`src/rtl/slow_mult_collector_pkg.sv`:
```
// Shared constants for the slow multiplier and its result collector.
// Both blocks pick up their default operand width, Q-format fraction and
// output queue depth from here so they stay in step.
package slow_mult_collector_pkg;

    localparam int DEFAULT_SIZE  = 16;
    localparam int DEFAULT_FRAC  = 8;
    localparam int DEFAULT_DEPTH = 4;

    // Bits needed to hold any value in 0..n.
    function automatic int cnt_width(input int n);
        return $clog2(n + 1);
    endfunction

endpackage

```
`src/rtl/slow_mult_collector_sync_fifo.sv`:
```
// Small synchronous FIFO holding rounded results until the consumer takes them.
// Head data is read combinationally so it is valid whenever the FIFO is not
// empty. A push into a full FIFO is accepted only when a pop happens in the
// same cycle; a pop on an empty FIFO is ignored.
module sync_fifo #(
    parameter int width = 17,
    parameter int depth = 4
) (
    input  logic                         clk,
    input  logic                         reset,
    input  logic                         push,
    input  logic                         pop,
    input  logic [width-1:0]             din,
    output logic [width-1:0]             dout,
    output logic                         full,
    output logic                         empty,
    output logic [$clog2(depth+1)-1:0]   count
);

    localparam int AW = $clog2(depth);
    localparam int CW = $clog2(depth + 1);

    logic [width-1:0] mem [depth];
    logic [AW-1:0]    wr_ptr_reg;
    logic [AW-1:0]    rd_ptr_reg;
    logic [CW-1:0]    count_reg;
    logic             do_push;
    logic             do_pop;

    assign full    = (count_reg == CW'(depth));
    assign empty   = (count_reg == '0);
    assign count   = count_reg;
    assign dout    = mem[rd_ptr_reg];
    assign do_pop  = pop & ~empty;
    assign do_push = push & (~full | do_pop);

    // Storage write; contents need no reset because pointers define validity.
    always_ff @(posedge clk) begin
        if (reset && do_push) begin
            mem[wr_ptr_reg] <= din;
        end
    end

    // Pointer and occupancy bookkeeping; pointers wrap naturally (depth is a power of two).
    always_ff @(posedge clk) begin
        if (!reset) begin
            wr_ptr_reg <= '0;
            rd_ptr_reg <= '0;
            count_reg  <= '0;
        end else begin
            if (do_push) begin
                wr_ptr_reg <= wr_ptr_reg + AW'(1);
            end
            if (do_pop) begin
                rd_ptr_reg <= rd_ptr_reg + AW'(1);
            end
            case ({do_push, do_pop})
                2'b10:   count_reg <= count_reg + CW'(1);
                2'b01:   count_reg <= count_reg - CW'(1);
                default: count_reg <= count_reg;
            endcase
        end
    end

endmodule

```
`src/rtl/slow_mult_collector.sv`:
```
// Collector that sits beside a pipelined slow multiplier: it tracks which
// pipeline slots carry real operands, captures each finished product once,
// rounds/saturates it to a Q-format result and queues it for a consumer.
// Issue is throttled so queued plus in-flight results never exceed the queue.
module slow_mult_collector
    import slow_mult_collector_pkg::*;
#(
    parameter int size  = DEFAULT_SIZE,
    parameter int frac  = DEFAULT_FRAC,
    parameter int depth = DEFAULT_DEPTH
) (
    input  logic                clk,
    input  logic                reset,
    input  logic                enable,
    input  logic                in_valid,
    input  logic [2*size-1:0]   product,
    output logic                can_issue,
    output logic                out_valid,
    input  logic                out_ready,
    output logic [size-1:0]     out_data,
    output logic                sat,
    output logic                drop_err
);

    localparam int PW  = 2 * size;
    localparam int TAP = (size > 1) ? size - 2 : size - 1;
    localparam int IW  = cnt_width(size + 1);
    localparam int CW  = cnt_width(depth);
    localparam int SW  = ((IW > CW) ? IW : CW) + 1;
    localparam int RSH = (frac > 0) ? frac - 1 : 0;
    localparam logic [PW:0] ROUND = (frac > 0) ? ((PW + 1)'(1) << RSH) : '0;

    logic [size-1:0] vpipe_reg;
    logic [size-1:0] vpipe_next;
    logic            new_prod_reg;
    logic            new_prod_next;
    logic [IW-1:0]   inflight_reg;
    logic [IW-1:0]   inflight_next;
    logic            drop_err_reg;
    logic            drop_err_next;

    logic            issue;
    logic            shift_out;
    logic [PW:0]     rounded;
    logic            res_sat;
    logic [size-1:0] res_data;

    logic            push;
    logic            pop;
    logic [size:0]   fifo_din;
    logic [size:0]   fifo_dout;
    logic            fifo_full;
    logic            fifo_empty;
    logic [CW-1:0]   fifo_count;

    assign issue     = enable & in_valid;
    assign shift_out = enable & vpipe_reg[size-1];

    // Valid-tracking shift register: each bit advances only on enabled edges.
    genvar gi;
    generate
        for (gi = 0; gi < size; gi++) begin : g_vpipe
            if (gi == 0) begin : g_head
                assign vpipe_next[gi] = enable ? in_valid : vpipe_reg[gi];
            end else begin : g_body
                assign vpipe_next[gi] = enable ? vpipe_reg[gi-1] : vpipe_reg[gi];
            end
        end
    endgenerate

    // Next-state for the fresh-product flag, in-flight counter and sticky drop flag.
    always_comb begin
        new_prod_next = enable & vpipe_reg[TAP];
        inflight_next = inflight_reg + IW'(issue) + IW'(new_prod_next)
                        - IW'(shift_out) - IW'(new_prod_reg);
        drop_err_next = drop_err_reg | (new_prod_reg & fifo_full & ~pop);
    end

    // Tracking state; reset discards every in-flight marker so nothing stale is captured.
    always_ff @(posedge clk) begin
        if (!reset) begin
            vpipe_reg    <= '0;
            new_prod_reg <= 1'b0;
            inflight_reg <= '0;
            drop_err_reg <= 1'b0;
        end else begin
            vpipe_reg    <= vpipe_next;
            new_prod_reg <= new_prod_next;
            inflight_reg <= inflight_next;
            drop_err_reg <= drop_err_next;
        end
    end

    // Round half-up at one extra bit of headroom, then saturate to the output width.
    always_comb begin
        rounded  = ({1'b0, product} + ROUND) >> frac;
        res_sat  = |rounded[PW:size];
        res_data = res_sat ? '1 : rounded[size-1:0];
    end

    // Capture happens at the edge that ends the new-product cycle, independent of enable.
    assign push     = new_prod_reg;
    assign pop      = out_ready & ~fifo_empty;
    assign fifo_din = {res_sat, res_data};

    sync_fifo #(
        .width (size + 1),
        .depth (depth)
    ) u_fifo (
        .clk   (clk),
        .reset (reset),
        .push  (push),
        .pop   (pop),
        .din   (fifo_din),
        .dout  (fifo_dout),
        .full  (fifo_full),
        .empty (fifo_empty),
        .count (fifo_count)
    );

    assign out_valid = ~fifo_empty;
    assign sat       = fifo_dout[size];
    assign out_data  = fifo_dout[size-1:0];
    assign drop_err  = drop_err_reg;
    assign can_issue = (SW'(fifo_count) + SW'(inflight_reg)) < SW'(depth);

endmodule

```
`config.mk`:
```
export PLATFORM = sky130hd
export DESIGN_NAME = slow_mult_collector
export DESIGN_NICKNAME = d
export VERILOG_FILES = /design/src/rtl/slow_mult_collector_pkg.sv /design/src/rtl/slow_mult_collector_sync_fifo.sv /design/src/rtl/slow_mult_collector.sv
export SDC_FILE = /design/constraint.sdc
export NUM_CORES = 1
export LEC_CHECK = 0
export BUFFER_PORTS_ARGS = -buffer_cell sky130_fd_sc_hd__buf_4
export CAP_MARGIN = 20
export CORE_MARGIN = 5
export CORE_UTILIZATION = 55
export CTS_CLUSTER_SIZE = 12
export DETAILED_ROUTE_END_ITERATION = 16
export PLACE_DENSITY = 0.76
export SYNTH_ARGS = -nofsm -noshare
export SYNTH_HDL_FRONTEND = slang
export SYNTH_SLANG_ARGS = --single-unit
```
`constraint.sdc`:
```
create_clock -name clk -period 5.7 [get_ports clk]
set_input_delay 0.57 -clock clk [delete_from_list [all_inputs] [get_ports clk]]
set_output_delay 0.57 -clock clk [all_outputs]
set_load 0.01 [all_outputs]
```
==> results.md <==
- Status: complete, no violations
- Logic pwr share: between 15 and 20%
- I/O pins: 57
- Max-slew headroom at the worst pin: 40.4%
- Clock tree from TritonCTS: built
- Clock Skews: 0.00786 ns
- Final Hold Violating Endpoints: 0
- Static leakage: between 0.002 and 0.0025 uW
- Leading post-synthesis cells by cell area: edfxtp_1 (45%), dfxtp_1 (14%), mux4_2 (8.4%), mux2i_1 (3.5%), ha_1 (3.3%)
- Library cell occupying the most area in the post-synthesis netlist: edfxtp_1
- Total area of multi-input combinational cells: around 1800 um2
- Area of the die: 10200 um2
- Layout Utilization: a little under two thirds
- Critical Path, Cell by Cell: buf_4 -> ha_1 -> nand3_1 -> or3_4 -> a2111oi_4 -> o2111ai_1 -> a22oi_4 -> nand3_1
- Fin crit period: 2.67 ns
- Internal power contribution: 1080 uW
- Maximum frequency from static timing analysis: around 370 MHz
- Maximum level of the CTS H-tree: 3
- Switching portion of total power: 26.6%
- Max-capacitance violation count: 0
- Gr usage total: 17.0%
- Final Instance Count excl. Fillers: 490
- Vias per cell: 5.60
- Largest net degree at the start of global routing: 36
- Fraction of power consumed by the clock network: 28.1%
- Worst-Margin Slew: 0.894 ns
- Detailed router's first-iteration violation count: 98
- Gpl congestion: ~0.9
- Final Routed Wirelength: 8.14 mm
- Placed Cells incl. Taps: 474
- Number of pins with negative max-slew slack in the final report: 0
- Starting density of the core: ~56%
- Rows: 33
- Highest fanout seen on the critical path: 17
- Syn nets: 383
- Clock Sink Count: 100
- Clk slew on worst S/H paths: 0.09 ns
- Setup repair after global routing missed its margin: no
- EDFF count, synth: 68
- Remaining antenna violation count after routing: 0
- Fraction of final layout cells with drive strength greater than 1: 23.4%
- Arrival time worst endpoint: 2.71 ns
- Worst stage delay on the critical path: 0.51 ns
- Avg Cell Area, Syn: about 14 um2
- Final number of setup-violating endpoints: 0
- Post_cts resized: 0
- Netlist area before placement: 4570 um2
- Post-layout nets: 433
- Clock latency of the later-clocked register in the worst-skew pair: approximately 0.36 ns
- Detailed-route via count: 2745
- Count of TritonRoute iterations in the first routing pass: 4
- Number of buffers inserted for hold repair after clock tree synthesis: 0
- Layout area overhead: 14.1%
- Top Family by Delay on Critical Path: compound AO/OA/AOI/OAI gates
- Predominant post-synthesis flop cell: edfxtp_1
- Power Density: 282 nW/um2
- Critical Path RT: 5.74 ns
- Yosys warns: 0
- Average wire length per cell after detail routing: 16.6 um
- Count of distinct cell types in the synthesized netlist: 46
- Async S/R FF share, synth: 0%
- Top-area cell type share of the netlist area: 44.7%
- Share of the cycle needed by the critical path after routing: 46.8%
- Maximum VDD drop: approximately 0.15 mV
- Post-DP HPWL: approximately 5.7 mm
- Root Driver: clkbuf_8
- Worst Setup Slack post-DPL: 2.65 ns
- Setup ws final: 3.03 ns
- Reported net switching power: 391 uW
- Inserted Diodes: 0
- Endpoint class of the critical path: flip-flop
- Clock buffer count from CTS: 9
- Post-CTS setup repair buffer count: 0
- Maximum buffer depth of the clock tree: 2
- Type of the tightest min-delay check: flip-flop to flip-flop
- Overflow after GRT: 0
- Number of global-route vias before repair: 2730
- Number of synthesized register bits: 100
- Power share of the sequential group: 55.0%
- Number of antenna violations at the first check in global routing: 0
- Number of flip-flops in the largest register: 68
- Die Wd: just over 100 um
- Sum of negative setup slack: 0 ns
- Sequential cell area fraction in the yosys report: 58.7%
- Critical Path Start Type: input pin
- Pwr Total: around 1500 uW
- Worst Setup Path Type: input pin to flip-flop
- Cell repeated most along the worst path: nand3_1
- Syn Inst Count: 330
- Global-route wire length before repair: 13.4 mm
- Count of input and output buffers: about 50
- Sequential cell area: 2680 um2
- Die Y: 101 um
- Layout filler cell count: 630
- Buffers & Inverters on Critical Path: 1
- Area inside the core boundary: 8180 um2
- Post-route DRC violation count: 0
- Worst-path cell with the longest stage delay: a22oi_4
metrics by stage:
stage	area, um2	hold WS (ns)
CTS	5220	0.529
detailed placement	5030	0.508
finish	5220	0.523
floorplan	4570	0.466
global placement	5030	0.490
global route	5220	0.535
power by group through the flow:
stage / combinational [uW] / clock [uW] / sequential [uW]
detailed placement: 254 / 0 / 825
floorplan: 185 / 0 / 815
CTS: 254 / 424 / 808
finish: 248 / 413 / 808
global placement: 249 / 0 / 825
global route: 283 / 458 / 812
routing by layer:
layer	vias to the layer above	wire (um)	global-route usage [%]	part of all wire [%]
met3	13	511	4.41	6.3
met5	-	0	0	0
met2	71	3910	26.0	48
met4	0	108	5.21	1.3
met1	1331	3610	24.1	44
li1	1330	-	-	-
kinds of logic after synthesis:
| family | share of synthesized area [%] |
|---|---|
| mux | 11.9 |
| simple gates | 13.9 |
| compound gates | 4.21 |
| fa+ha+maj | 5.03 |
| flops | 58.7 |
| buf+inv | 2.27 |
| xor+xnor | 4.02 |
layout make-up:
cell class                      count  share of cell area (%)
Clock buffer                        9                    2.37
Clock inverter                      7                    1.15
Inverter                           13                   0.935
Multi-Input combinational cell    205                    34.3
Sequential cell                   100                    51.4
Tap cell                          105                    2.52
Timing Repair Buffer               51                    7.34
worst paths after layout:
kind | startpoint | cells past startpoint | slack [ns] | end
setup / recovery | product[7] | 8 | 3.03 | u_fifo.mem[2][1]
setup reg to reg | new_prod_reg | 8 | 3.48 | inflight_reg[4]
hold reg to reg | drop_err | 2 | 0.52 | drop_err
hold / removal | drop_err | 2 | 0.52 | drop_err
Yosys cell counts (3+ instances only):
cell / n
a21oi_1: 4
and2_1: 13
and3_1: 9
and4_1: 3
clkbuf_1: 7
dfxtp_1: 32
edfxtp_1: 68
fa_1: 4
ha_1: 12
inv_1: 13
mux2i_1: 16
mux4_2: 17
nand2_1: 14
nand3_1: 23
nand4_1: 6
nor2_1: 8
nor2b_1: 19
nor3_1: 3
o211ai_1: 3
xnor2_1: 14
xor2_1: 7
tightest hold or removal path: stages (launching register included):
cell	delay (ns)
dfxtp_1	0.36
a21oi_1	0.05
nor2b_1	0.09
cells in the final DEF, fill, tap and decap left out, types with 2 or more instances in the layout:
cell type / Yosys / layout
and2_1: 13 / 13
clkinv_4: 0 / 2
nor2_1: 8 / 8
xor2_1: 7 / 7
clkbuf_8: 0 / 9
fa_1: 4 / 4
edfxtp_1: 68 / 68
dfxtp_1: 32 / 32
o21ai_0: 2 / 2
and4_1: 3 / 3
buf_4: 0 / 51
a211oi_1: 2 / 2
nor4_1: 2 / 2
mux2i_1: 16 / 16
nand3_1: 23 / 23
nand3b_1: 2 / 2
xnor2_1: 14 / 14
nor2b_1: 19 / 19
o21a_1: 2 / 2
a21oi_1: 4 / 4
and3_1: 9 / 9
nand4_1: 6 / 6
clkinvlp_4: 0 / 3
ha_1: 12 / 12
nand2b_1: 2 / 2
nand2_1: 14 / 14
or3_1: 2 / 2
inv_1: 13 / 13
o211ai_1: 3 / 3
mux4_2: 17 / 17
a31oi_1: 2 / 2
nor3_1: 3 / 3
(Power assumes the default switching activity.)
